<file path="src/rtl/sisc_fetch_unit_if.sv">
`default_nettype none
// ============================================================================
// Module   : sisc_fetch_unit_if
// Brief    : Control-strobe and instruction-memory bundle for the SISC fetch
//            stage. The slave modport is the fetch unit; the master modport is
//            the combined control FSM / instruction memory side.
// Revision : 1.0  initial release
// ============================================================================
interface sisc_fetch_unit_if #(
   parameter int ADDR_W  = 16,
   parameter int INSTR_W = 32
);
   // control FSM strobes
   logic               pc_rst;
   logic               pc_write;
   logic               pc_sel;
   logic               br_sel;
   logic               ir_load;
   // instruction memory handshake
   logic               imem_req;
   logic [ADDR_W-1:0]  imem_addr;
   logic               imem_ack;
   logic [INSTR_W-1:0] imem_rdata;
   // fetch results / status
   logic [INSTR_W-1:0] ir;
   logic [3:0]         opcode;
   logic [3:0]         mm;
   logic [ADDR_W-1:0]  pc;
   logic               fetch_busy;
   logic               ir_valid;
   logic               fetch_err;

   modport master (
      output pc_rst, pc_write, pc_sel, br_sel, ir_load,
      output imem_ack, imem_rdata,
      input  imem_req, imem_addr,
      input  ir, opcode, mm, pc, fetch_busy, ir_valid, fetch_err
   );

   modport slave (
      input  pc_rst, pc_write, pc_sel, br_sel, ir_load,
      input  imem_ack, imem_rdata,
      output imem_req, imem_addr,
      output ir, opcode, mm, pc, fetch_busy, ir_valid, fetch_err
   );
endinterface
`default_nettype wire

</file>
<file path="src/rtl/sisc_fetch_unit.sv">
`default_nettype none
// ============================================================================
// Module   : sisc_fetch_unit
// Brief    : SISC instruction fetch stage. Holds PC and IR, computes the next
//            PC (sequential / relative / absolute) and runs a req/ack fetch
//            with a wait-state timeout that loads a NOOP and flags an error.
// Revision : 1.0  initial release
// ============================================================================
module sisc_fetch_unit #(
   parameter int ADDR_W  = 16,
   parameter int INSTR_W = 32,
   parameter int TIMEOUT = 15
) (
   input  wire logic        clk,
   input  wire logic        rst,
   sisc_fetch_unit_if.slave bus
);

   localparam int c_CNT_W = (TIMEOUT > 1) ? $clog2(TIMEOUT) : 1;
   localparam logic [c_CNT_W-1:0] c_CNT_LAST = c_CNT_W'(TIMEOUT - 1);

   typedef enum logic [0:0] {
      ST_IDLE = 1'b0,
      ST_WAIT = 1'b1
   } state_t;

   state_t             r_state;
   state_t             w_state_nxt;
   logic [c_CNT_W-1:0] r_cnt;
   logic [ADDR_W-1:0]  r_pc;
   logic [ADDR_W-1:0]  r_addr;
   logic [INSTR_W-1:0] r_ir;
   logic               r_ir_valid;
   logic               r_err;

   logic               w_start;
   logic               w_done_ack;
   logic               w_done_to;
   logic [15:0]        w_imm;
   logic [ADDR_W-1:0]  w_imm_sext;
   logic [ADDR_W-1:0]  w_imm_zext;
   logic [ADDR_W-1:0]  w_pc_inc;
   logic [ADDR_W-1:0]  w_target;
   logic [ADDR_W-1:0]  w_pc_next;

   // Branch immediate comes from the currently held instruction.
   assign w_imm = r_ir[15:0];

   generate
      if (ADDR_W > 16) begin : g_imm_wide
         assign w_imm_sext = {{(ADDR_W-16){w_imm[15]}}, w_imm};
         assign w_imm_zext = {{(ADDR_W-16){1'b0}}, w_imm};
      end else begin : g_imm_narrow
         assign w_imm_sext = w_imm[ADDR_W-1:0];
         assign w_imm_zext = w_imm[ADDR_W-1:0];
      end
   endgenerate

   // All PC arithmetic wraps modulo 2^ADDR_W by construction.
   assign w_pc_inc  = r_pc + 1'b1;
   assign w_target  = bus.br_sel ? w_imm_zext : (w_pc_inc + w_imm_sext);
   assign w_pc_next = bus.pc_sel ? w_target : w_pc_inc;

   // FSM state register.
   always_ff @(posedge clk or posedge rst) begin
      if (rst) r_state <= ST_IDLE;
      else     r_state <= w_state_nxt;
   end

   // Next state and fetch strobes; ir_load in WAIT and ack in IDLE are ignored.
   always_comb begin
      w_state_nxt = r_state;
      w_start     = 1'b0;
      w_done_ack  = 1'b0;
      w_done_to   = 1'b0;
      case (r_state)
         ST_IDLE: begin
            if (bus.ir_load) begin
               w_start     = 1'b1;
               w_state_nxt = ST_WAIT;
            end
         end
         ST_WAIT: begin
            if (bus.imem_ack) begin
               w_done_ack  = 1'b1;
               w_state_nxt = ST_IDLE;
            end else if (r_cnt == c_CNT_LAST) begin
               w_done_to   = 1'b1;
               w_state_nxt = ST_IDLE;
            end
         end
         default: w_state_nxt = ST_IDLE;
      endcase
   end

   // Fetch datapath: latch address at request start, count wait states, load IR.
   always_ff @(posedge clk or posedge rst) begin
      if (rst) begin
         r_addr     <= '0;
         r_cnt      <= '0;
         r_ir       <= '0;
         r_ir_valid <= 1'b0;
      end else begin
         r_ir_valid <= w_done_ack | w_done_to;
         if (w_start) begin
            r_addr <= r_pc;
            r_cnt  <= '0;
         end else if (r_state == ST_WAIT) begin
            r_cnt  <= r_cnt + 1'b1;
         end
         if (w_done_ack)     r_ir <= bus.imem_rdata;
         else if (w_done_to) r_ir <= '0;
      end
   end

   // Program counter: pc_rst has priority over pc_write.
   always_ff @(posedge clk or posedge rst) begin
      if (rst)               r_pc <= '0;
      else if (bus.pc_rst)   r_pc <= '0;
      else if (bus.pc_write) r_pc <= w_pc_next;
   end

   // Sticky timeout flag, cleared only by reset or pc_rst.
   always_ff @(posedge clk or posedge rst) begin
      if (rst)             r_err <= 1'b0;
      else if (bus.pc_rst) r_err <= 1'b0;
      else if (w_done_to)  r_err <= 1'b1;
   end

   // Request and busy follow the WAIT state so an async reset drops them at once.
   assign bus.imem_req   = (r_state == ST_WAIT);
   assign bus.fetch_busy = (r_state == ST_WAIT);
   assign bus.imem_addr  = r_addr;
   assign bus.ir         = r_ir;
   assign bus.opcode     = r_ir[31:28];
   assign bus.mm         = r_ir[27:24];
   assign bus.pc         = r_pc;
   assign bus.ir_valid   = r_ir_valid;
   assign bus.fetch_err  = r_err;

endmodule
`default_nettype wire
</file>
<file path="src/flat_wrapper.sv">
// flat-port wrapper written by rule: the top's interface ports become plain ports
module sisc_fetch_unit_flat 
#(
   parameter int ADDR_W  = 16,
   parameter int INSTR_W = 32,
   parameter int TIMEOUT = 15
)
  (clk, rst, bus_pc_rst, bus_pc_write, bus_pc_sel, bus_br_sel, bus_ir_load, bus_imem_ack, bus_imem_rdata, bus_imem_req, bus_imem_addr, bus_ir, bus_opcode, bus_mm, bus_pc, bus_fetch_busy, bus_ir_valid, bus_fetch_err);
  sisc_fetch_unit_if #(.ADDR_W(ADDR_W), .INSTR_W(INSTR_W)) bus_i ();
  input  wire logic clk;
  input  wire logic rst;
  input wire logic [$bits(bus_i.pc_rst)-1:0] bus_pc_rst;
  input wire logic [$bits(bus_i.pc_write)-1:0] bus_pc_write;
  input wire logic [$bits(bus_i.pc_sel)-1:0] bus_pc_sel;
  input wire logic [$bits(bus_i.br_sel)-1:0] bus_br_sel;
  input wire logic [$bits(bus_i.ir_load)-1:0] bus_ir_load;
  input wire logic [$bits(bus_i.imem_ack)-1:0] bus_imem_ack;
  input wire logic [$bits(bus_i.imem_rdata)-1:0] bus_imem_rdata;
  output wire logic [$bits(bus_i.imem_req)-1:0] bus_imem_req;
  output wire logic [$bits(bus_i.imem_addr)-1:0] bus_imem_addr;
  output wire logic [$bits(bus_i.ir)-1:0] bus_ir;
  output wire logic [$bits(bus_i.opcode)-1:0] bus_opcode;
  output wire logic [$bits(bus_i.mm)-1:0] bus_mm;
  output wire logic [$bits(bus_i.pc)-1:0] bus_pc;
  output wire logic [$bits(bus_i.fetch_busy)-1:0] bus_fetch_busy;
  output wire logic [$bits(bus_i.ir_valid)-1:0] bus_ir_valid;
  output wire logic [$bits(bus_i.fetch_err)-1:0] bus_fetch_err;
  assign bus_i.pc_rst = bus_pc_rst;
  assign bus_i.pc_write = bus_pc_write;
  assign bus_i.pc_sel = bus_pc_sel;
  assign bus_i.br_sel = bus_br_sel;
  assign bus_i.ir_load = bus_ir_load;
  assign bus_i.imem_ack = bus_imem_ack;
  assign bus_i.imem_rdata = bus_imem_rdata;
  assign bus_imem_req = bus_i.imem_req;
  assign bus_imem_addr = bus_i.imem_addr;
  assign bus_ir = bus_i.ir;
  assign bus_opcode = bus_i.opcode;
  assign bus_mm = bus_i.mm;
  assign bus_pc = bus_i.pc;
  assign bus_fetch_busy = bus_i.fetch_busy;
  assign bus_ir_valid = bus_i.ir_valid;
  assign bus_fetch_err = bus_i.fetch_err;
  sisc_fetch_unit #(.ADDR_W(ADDR_W), .INSTR_W(INSTR_W), .TIMEOUT(TIMEOUT)) u_core (.clk(clk), .rst(rst), .bus(bus_i));
endmodule
</file>
<file path="config.mk">
export PLATFORM = sky130hd
export DESIGN_NAME = sisc_fetch_unit_flat
export DESIGN_NICKNAME = d
export VERILOG_FILES = /design/src/rtl/sisc_fetch_unit_if.sv /design/src/rtl/sisc_fetch_unit.sv /design/src/flat_wrapper.sv
export SDC_FILE = /design/constraint.sdc
export NUM_CORES = 1
export LEC_CHECK = 0
export ABC_AREA = 1
export CORE_MARGIN = 8
export CORE_UTILIZATION = 53
export CTS_CLUSTER_DIAMETER = 80
export DETAILED_ROUTE_END_ITERATION = 6
export GPL_ROUTABILITY_DRIVEN = 1
export PLACE_DENSITY = 0.88
export SLEW_MARGIN = 20
export SYNTH_ARGS = -nofsm -noshare
export SYNTH_HDL_FRONTEND = slang
export SYNTH_SLANG_ARGS = --single-unit
</file>
<file path="constraint.sdc">
create_clock -name clk -period 6.3 [get_ports clk]
set_clock_uncertainty 0.05 [all_clocks]
set_input_delay 0.945 -clock clk [delete_from_list [all_inputs] [get_ports clk]]
set_output_delay 0.945 -clock clk [all_outputs]
set_load 0.01 [all_outputs]
</file>
## Word level (Yosys, flattened, before mapping)

Index checks and enable logic that the tools add are counted.

- Bits in registers: 71

- Muxes and demuxes: 20
- Add/subtract/negate cells: 3
- Equal/unequal tests: 1
- Bitwise logic cells: 2
- Reductions and logical operators: 4

Operators by type and width:

| operator | number |
|---|---|
| $mux 16 | 4 |
| $mux 32 | 2 |
| $add 16x1->16 const B | 1 |
| $add 16x16->16 | 1 |
| $mux 1 | 11 |
| $mux 4 | 2 |
| $reduce_bool 2->1 | 4 |
| $add 4x1->4 const B | 1 |
| $eq 4x4->1 const B | 1 |
| $pmux 1 s2 | 1 |
| $not 1->1 | 1 |
| $or 1x1->1 | 1 |

## Depth between registers and ports, before layout

- Depth after elaboration: 6
- Gate-level depth with buffers: 22
- Gate-level depth less buffers: 22

## Least setup slack after synthesis

No wires, ideal clock.

- Kind: flip-flop to flip-flop
- From: reg u_core.r_pc[1], in the netlist u_core.bus.pc[1]
- To: reg u_core.r_pc[15], in the netlist u_core.bus.pc[15]
- Clock period less this slack: 2.437 ns
- Setup time: 0.116 ns
- Path buffers: 0
- Arrival time: 2.271 ns
- Path slack: 3.863 ns
- Required time: 6.134 ns
- Cell stages (with the launch flop): 21
- Cell sequence: dfrtp_1 > ha_1 > nand2_1 > nor2_2 > inv_2 > nor2_2 > nand3_1 > xor2_1 > inv_1 > ha_1 > a21o_1 > nor2_1 > nand2_1 > inv_1 > nand2_1 > inv_1 > nand2_1 > nand3_1 > nand2_1 > nand2_1 > nand2_1

- Cells in the longest elaborated chain, start to end: 6

RTL lines:

| item | line | text |
|---|---|---|
| start: declaration | sisc_fetch_unit.sv:30 | `logic [ADDR_W-1:0] r_pc;` |
| start signal: assignment | sisc_fetch_unit.sv:120 | `else if (bus.pc_write) r_pc <= w_pc_next;` |
| $add 16x1->16 * | sisc_fetch_unit.sv:60 | `assign w_pc_inc = r_pc + 1'b1;` |
| $add 16x16->16 | sisc_fetch_unit.sv:61 | `assign w_target = bus.br_sel ? w_imm_zext : (w_pc_inc + w_imm_sext);` |
| $mux 16 | sisc_fetch_unit.sv:61 |  |
| $mux 16 * | sisc_fetch_unit.sv:62 | `assign w_pc_next = bus.pc_sel ? w_target : w_pc_inc;` |
| $mux 16 * | sisc_fetch_unit.sv:120 |  |
| $mux 16 * | sisc_fetch_unit.sv:119 | `else if (bus.pc_rst) r_pc <= '0;` |

Mark *: on every way between the ends. The rest lies on a longest branch, timed or not. The select of a mux whose other input is x is not followed.
A chain may end at the register's enable or synchronous reset.

## Worst setup path in the final report

Ends and elaborated chain as after synthesis.

==> results.md <==
- Run status: completed
- Reg2reg path depth: 18
- Post-synthesis to final-layout area growth: 30.5%
- Mean instance size in the synthesized netlist: 7.38 sq um
- Hold Path Stages: 2
- Clock input transition at the sequential cells of the worst setup and hold paths: 0.07 ns
- Total number of nets in the final design: 752
- Crit. End Element: flop
- Number of remaining DRC errors: 0
- Hold_buf cts: 0
- Number of distinct standard cells referenced by the synthesized netlist: 32
- Total number of H-tree levels: 3
- Data required, critical path: 6.48 ns
- Highest Clock Rate: 0.335 GHz
- Leading cell type in the layout, fill and taps excluded: sky130_fd_sc_hd__nand2_1
- IO Count: 116
- Setup slack of the worst register-to-register path: 3.31 ns
- Critical register-to-register path startpoint: u_core.bus.pc[1]$_DFFE_PP0P_
- HP Class: reg -> reg
- Number of vias per cell: 5.50
- Instance count of the mapped netlist: 593
- Largest net degree at the start of global routing: 72
- Starting utilization of the core area: 54.1%
- Maximum capacitance violations: 0
- Period minus WS final: 2.99 ns
- Initial antenna violation count: 0
- Synthesis warning total: 0
- Clock share of power: 22.1%
- First DRT Iteration DRCs: 402
- Largest fanout on the critical path: 5
- Final-layout worst hold slack: 0.437 ns
- RSZ-0062 raised after global routing: no
- Number of flip-flops and latches in the synthesized netlist: 71
- Final count of negative-setup-slack endpoints: 0
- Count of standard-cell rows: 33
- P_leak: 2.77 nW
- Sum of routed wire length over all layers: 12500 um
- Switching power: 0.564 mW
- Detail Placement HPWL: 9640 um
- Kind of start point of the critical path: flop
- Worst skew pair latency: 0.34 ns
- Sequential fraction of the synthesis area: 40.6%
- Number of endpoints with negative hold slack in the final report: 0
- Number of clock sinks: 71
- Final clock period utilization by the worst path: 47.4%
- Sequential cell fraction of total power: 39.4%
- WS Path Type: reg -> reg
- Via count of the first global-routing pass: 4385
- Fraction of synthesized cell area taken by the top area cell type: 40.6%
- Antenna diodes: 0
- Die Width: 107 um
- Cts repair resizes: 0
- Combinational power share: 38.5%
- Final GP Congestion: 0.946
- Cell internal power dissipation: 1.02 mW
- Die Outline Area: 11400 sq um
- Grt ovf: 0
- Leading cell types in the layout, fill and taps excluded: 159 x sky130_fd_sc_hd__nand2_1, 115 x sky130_fd_sc_hd__clkdlybuf4s50_1, 90 x sky130_fd_sc_hd__nand3_1
- Transition time at the pin with the least slew margin: 0.961 ns
- Setup repair bufs after CTS: 0
- Design Power: 1.58 mW
- Relative slew slack: 35.8%
- Syn nets: 655
- Wire length of the first global-routing pass: 21000 um
- Worst supply voltage drop on vdd: 0.000154 V
- Cell types occupying the most area after synthesis: sky130_fd_sc_hd__dfrtp_1 41%, sky130_fd_sc_hd__nand2_1 14%, sky130_fd_sc_hd__nand3_1 10%
- Total via count after detailed routing: 4387
- Top cell type by total area after synthesis: sky130_fd_sc_hd__dfrtp_1
- Clock tree buffer depth: 2
- Clock tree root buffer cell: sky130_fd_sc_hd__clkbuf_8
- Number of slew-limit violations in the final report: 0
- CP Data Arrival Time: 3.17 ns
- Endpoint, Worst Hold: u_core.bus.imem_addr[13]$_DFFE_PP0P_
- Number of CTS-inserted buffers: 9
- Die height: 107 um
- Number of iterations in the first detailed-routing pass: 5
- Post-synth design cell area: 4380 sq um
- Per-cell routed wire length: 15.6 um
- Net switching fraction of the power: 35.7%
- Sum of negative setup slack: 0 ns
- Core Box Area: 8090 sq um
- CTS tree: yes
- Number of I/O port buffers: 115
- Reg2reg end: u_core.bus.pc[15]$_DFFE_PP0P_
- Worst hold path startpoint: u_core.bus.imem_addr[13]$_DFFE_PP0P_
- Layout cells sized above 1: 4.62%
- Gr usage total: 22.3%
- Power per cell area: 277 nW/um^2
- ANT nets after route: 0
cells by family (layout without fill, tap and decap cells):
group	count (synthesis)	in the layout	synth area share (%)
buf+inv	93	193	8.84
compound gates	91	91	11.2
flops	71	71	40.6
fa+ha+maj	22	22	6.46
simple gates	298	298	29.3
xor+xnor	17	17	3.40
mux	1	1	0.257
Yosys cell counts:
| cell type | count |
|---|---|
| sky130_fd_sc_hd__fa_1 | 1 |
| sky130_fd_sc_hd__o22ai_1 | 3 |
| sky130_fd_sc_hd__o21bai_1 | 2 |
| sky130_fd_sc_hd__o211ai_1 | 3 |
| sky130_fd_sc_hd__xnor2_1 | 5 |
| sky130_fd_sc_hd__o31ai_1 | 1 |
| sky130_fd_sc_hd__buf_2 | 3 |
| sky130_fd_sc_hd__clkinv_1 | 2 |
| sky130_fd_sc_hd__a21o_1 | 2 |
| sky130_fd_sc_hd__o21ai_2 | 2 |
| sky130_fd_sc_hd__and3_1 | 1 |
| sky130_fd_sc_hd__inv_1 | 58 |
| sky130_fd_sc_hd__nor2_1 | 31 |
| sky130_fd_sc_hd__nand2_2 | 4 |
| sky130_fd_sc_hd__xor2_1 | 12 |
| sky130_fd_sc_hd__dfrtp_1 | 71 |
| sky130_fd_sc_hd__o21ai_0 | 43 |
| sky130_fd_sc_hd__nand3b_1 | 2 |
| sky130_fd_sc_hd__buf_4 | 9 |
| sky130_fd_sc_hd__nand2_1 | 159 |
| sky130_fd_sc_hd__nor2_4 | 1 |
| sky130_fd_sc_hd__inv_2 | 1 |
| sky130_fd_sc_hd__ha_1 | 21 |
| sky130_fd_sc_hd__a21oi_1 | 28 |
| sky130_fd_sc_hd__mux2_2 | 1 |
| sky130_fd_sc_hd__nand4_1 | 3 |
| sky130_fd_sc_hd__nor3_1 | 2 |
| sky130_fd_sc_hd__a31oi_1 | 1 |
| sky130_fd_sc_hd__o21ai_1 | 6 |
| sky130_fd_sc_hd__nand3_1 | 90 |
| sky130_fd_sc_hd__clkbuf_1 | 20 |
| sky130_fd_sc_hd__nor2_2 | 5 |
state kept, by name, summed over array words and instances, names as in the netlist:
signal / count
u_core.bus.ir: 32
u_core.bus.imem_addr: 16
u_core.bus.pc: 16
u_core.r_cnt: 4
u_core.bus.fetch_busy: 1
u_core.bus.fetch_err: 1
u_core.bus.ir_valid: 1
power by group through the flow:
stage	sequential, mW	combinational, mW	clock [mW]
finish	0.622	0.607	0.349
global route	0.633	0.672	0.373
CTS	0.621	0.606	0.353
detailed placement	0.628	0.602	0
global placement	0.622	0.579	0
floorplan	0.643	0.302	0
cell type report:
type,count,area (sq um)
well taps,105,131
repair buffers,118,1170
clock inverters,4,47.5
multi-input cells,429,2210
fillers,655,2380
flip-flops and latches,71,1780
inverters,61,229
clock buffers,10,138
per-layer routing:
layer | up-vias | wire length (um) | GRT usage (%)
met5 | - | 0 | 0
met4 | 0 | 360 | 9.05
met3 | 37 | 1260 | 5.70
met2 | 236 | 5900 | 37.3
met1 | 1992 | 4960 | 26.9
li1 | 2122 | - | -
worst max-delay path, cell delays in order, from the launching register on:
cell	delay [ns]
sky130_fd_sc_hd__dfrtp_1	0.41
sky130_fd_sc_hd__ha_1	0.22
sky130_fd_sc_hd__nand2_1	0.11
sky130_fd_sc_hd__nor2_2	0.20
sky130_fd_sc_hd__inv_2	0.06
sky130_fd_sc_hd__o21ai_0	0.25
sky130_fd_sc_hd__nand2_1	0.13
sky130_fd_sc_hd__ha_1	0.37
sky130_fd_sc_hd__nand2_1	0.09
sky130_fd_sc_hd__nor2_1	0.13
sky130_fd_sc_hd__nand3_1	0.12
sky130_fd_sc_hd__nand2_1	0.18
sky130_fd_sc_hd__nand2_1	0.07
sky130_fd_sc_hd__nand2_1	0.12
sky130_fd_sc_hd__nand3_1	0.09
sky130_fd_sc_hd__nand3_1	0.09
sky130_fd_sc_hd__nand2_1	0.06
sky130_fd_sc_hd__nand2_1	0.07
sky130_fd_sc_hd__nand2_1	0.05
worst max path at each step:
stage                                             from                              end  slack, ns  depth (start not counted)
final                     u_core.bus.pc[1]$_DFFE_PP0P_    u_core.bus.pc[15]$_DFFE_PP0P_       3.31                         18
after global routing      u_core.bus.pc[1]$_DFFE_PP0P_    u_core.bus.pc[15]$_DFFE_PP0P_       3.06                         18
after CTS                 u_core.bus.pc[1]$_DFFE_PP0P_    u_core.bus.pc[15]$_DFFE_PP0P_       3.39                         18
after detailed placement                  bus_imem_ack    u_core.bus.ir[12]$_DFFE_PP0P_       3.17                          6
after global placement                    bus_imem_ack    u_core.bus.ir[15]$_DFFE_PP0P_       3.27                          6
after floorplan                                    rst  u_core.bus.fetch_busy$_DFF_PP0_       3.51                          1
through the flow:
step | cell area [sq um] | std cells | worst slack, ns | util, %
final | 5710 | 798 | 3.31 | 70.5
after global routing | 5710 | 798 | 3.06 | 70.5
after CTS | 5710 | 798 | 3.39 | 70.5
after detailed placement | 5520 | 784 | 3.17 | 68.2
after global placement | 5520 | 784 | 3.27 | 68.2
after floorplan | 4380 | 593 | 3.51 | -
Note: power is estimated with default switching activity, not from simulation.
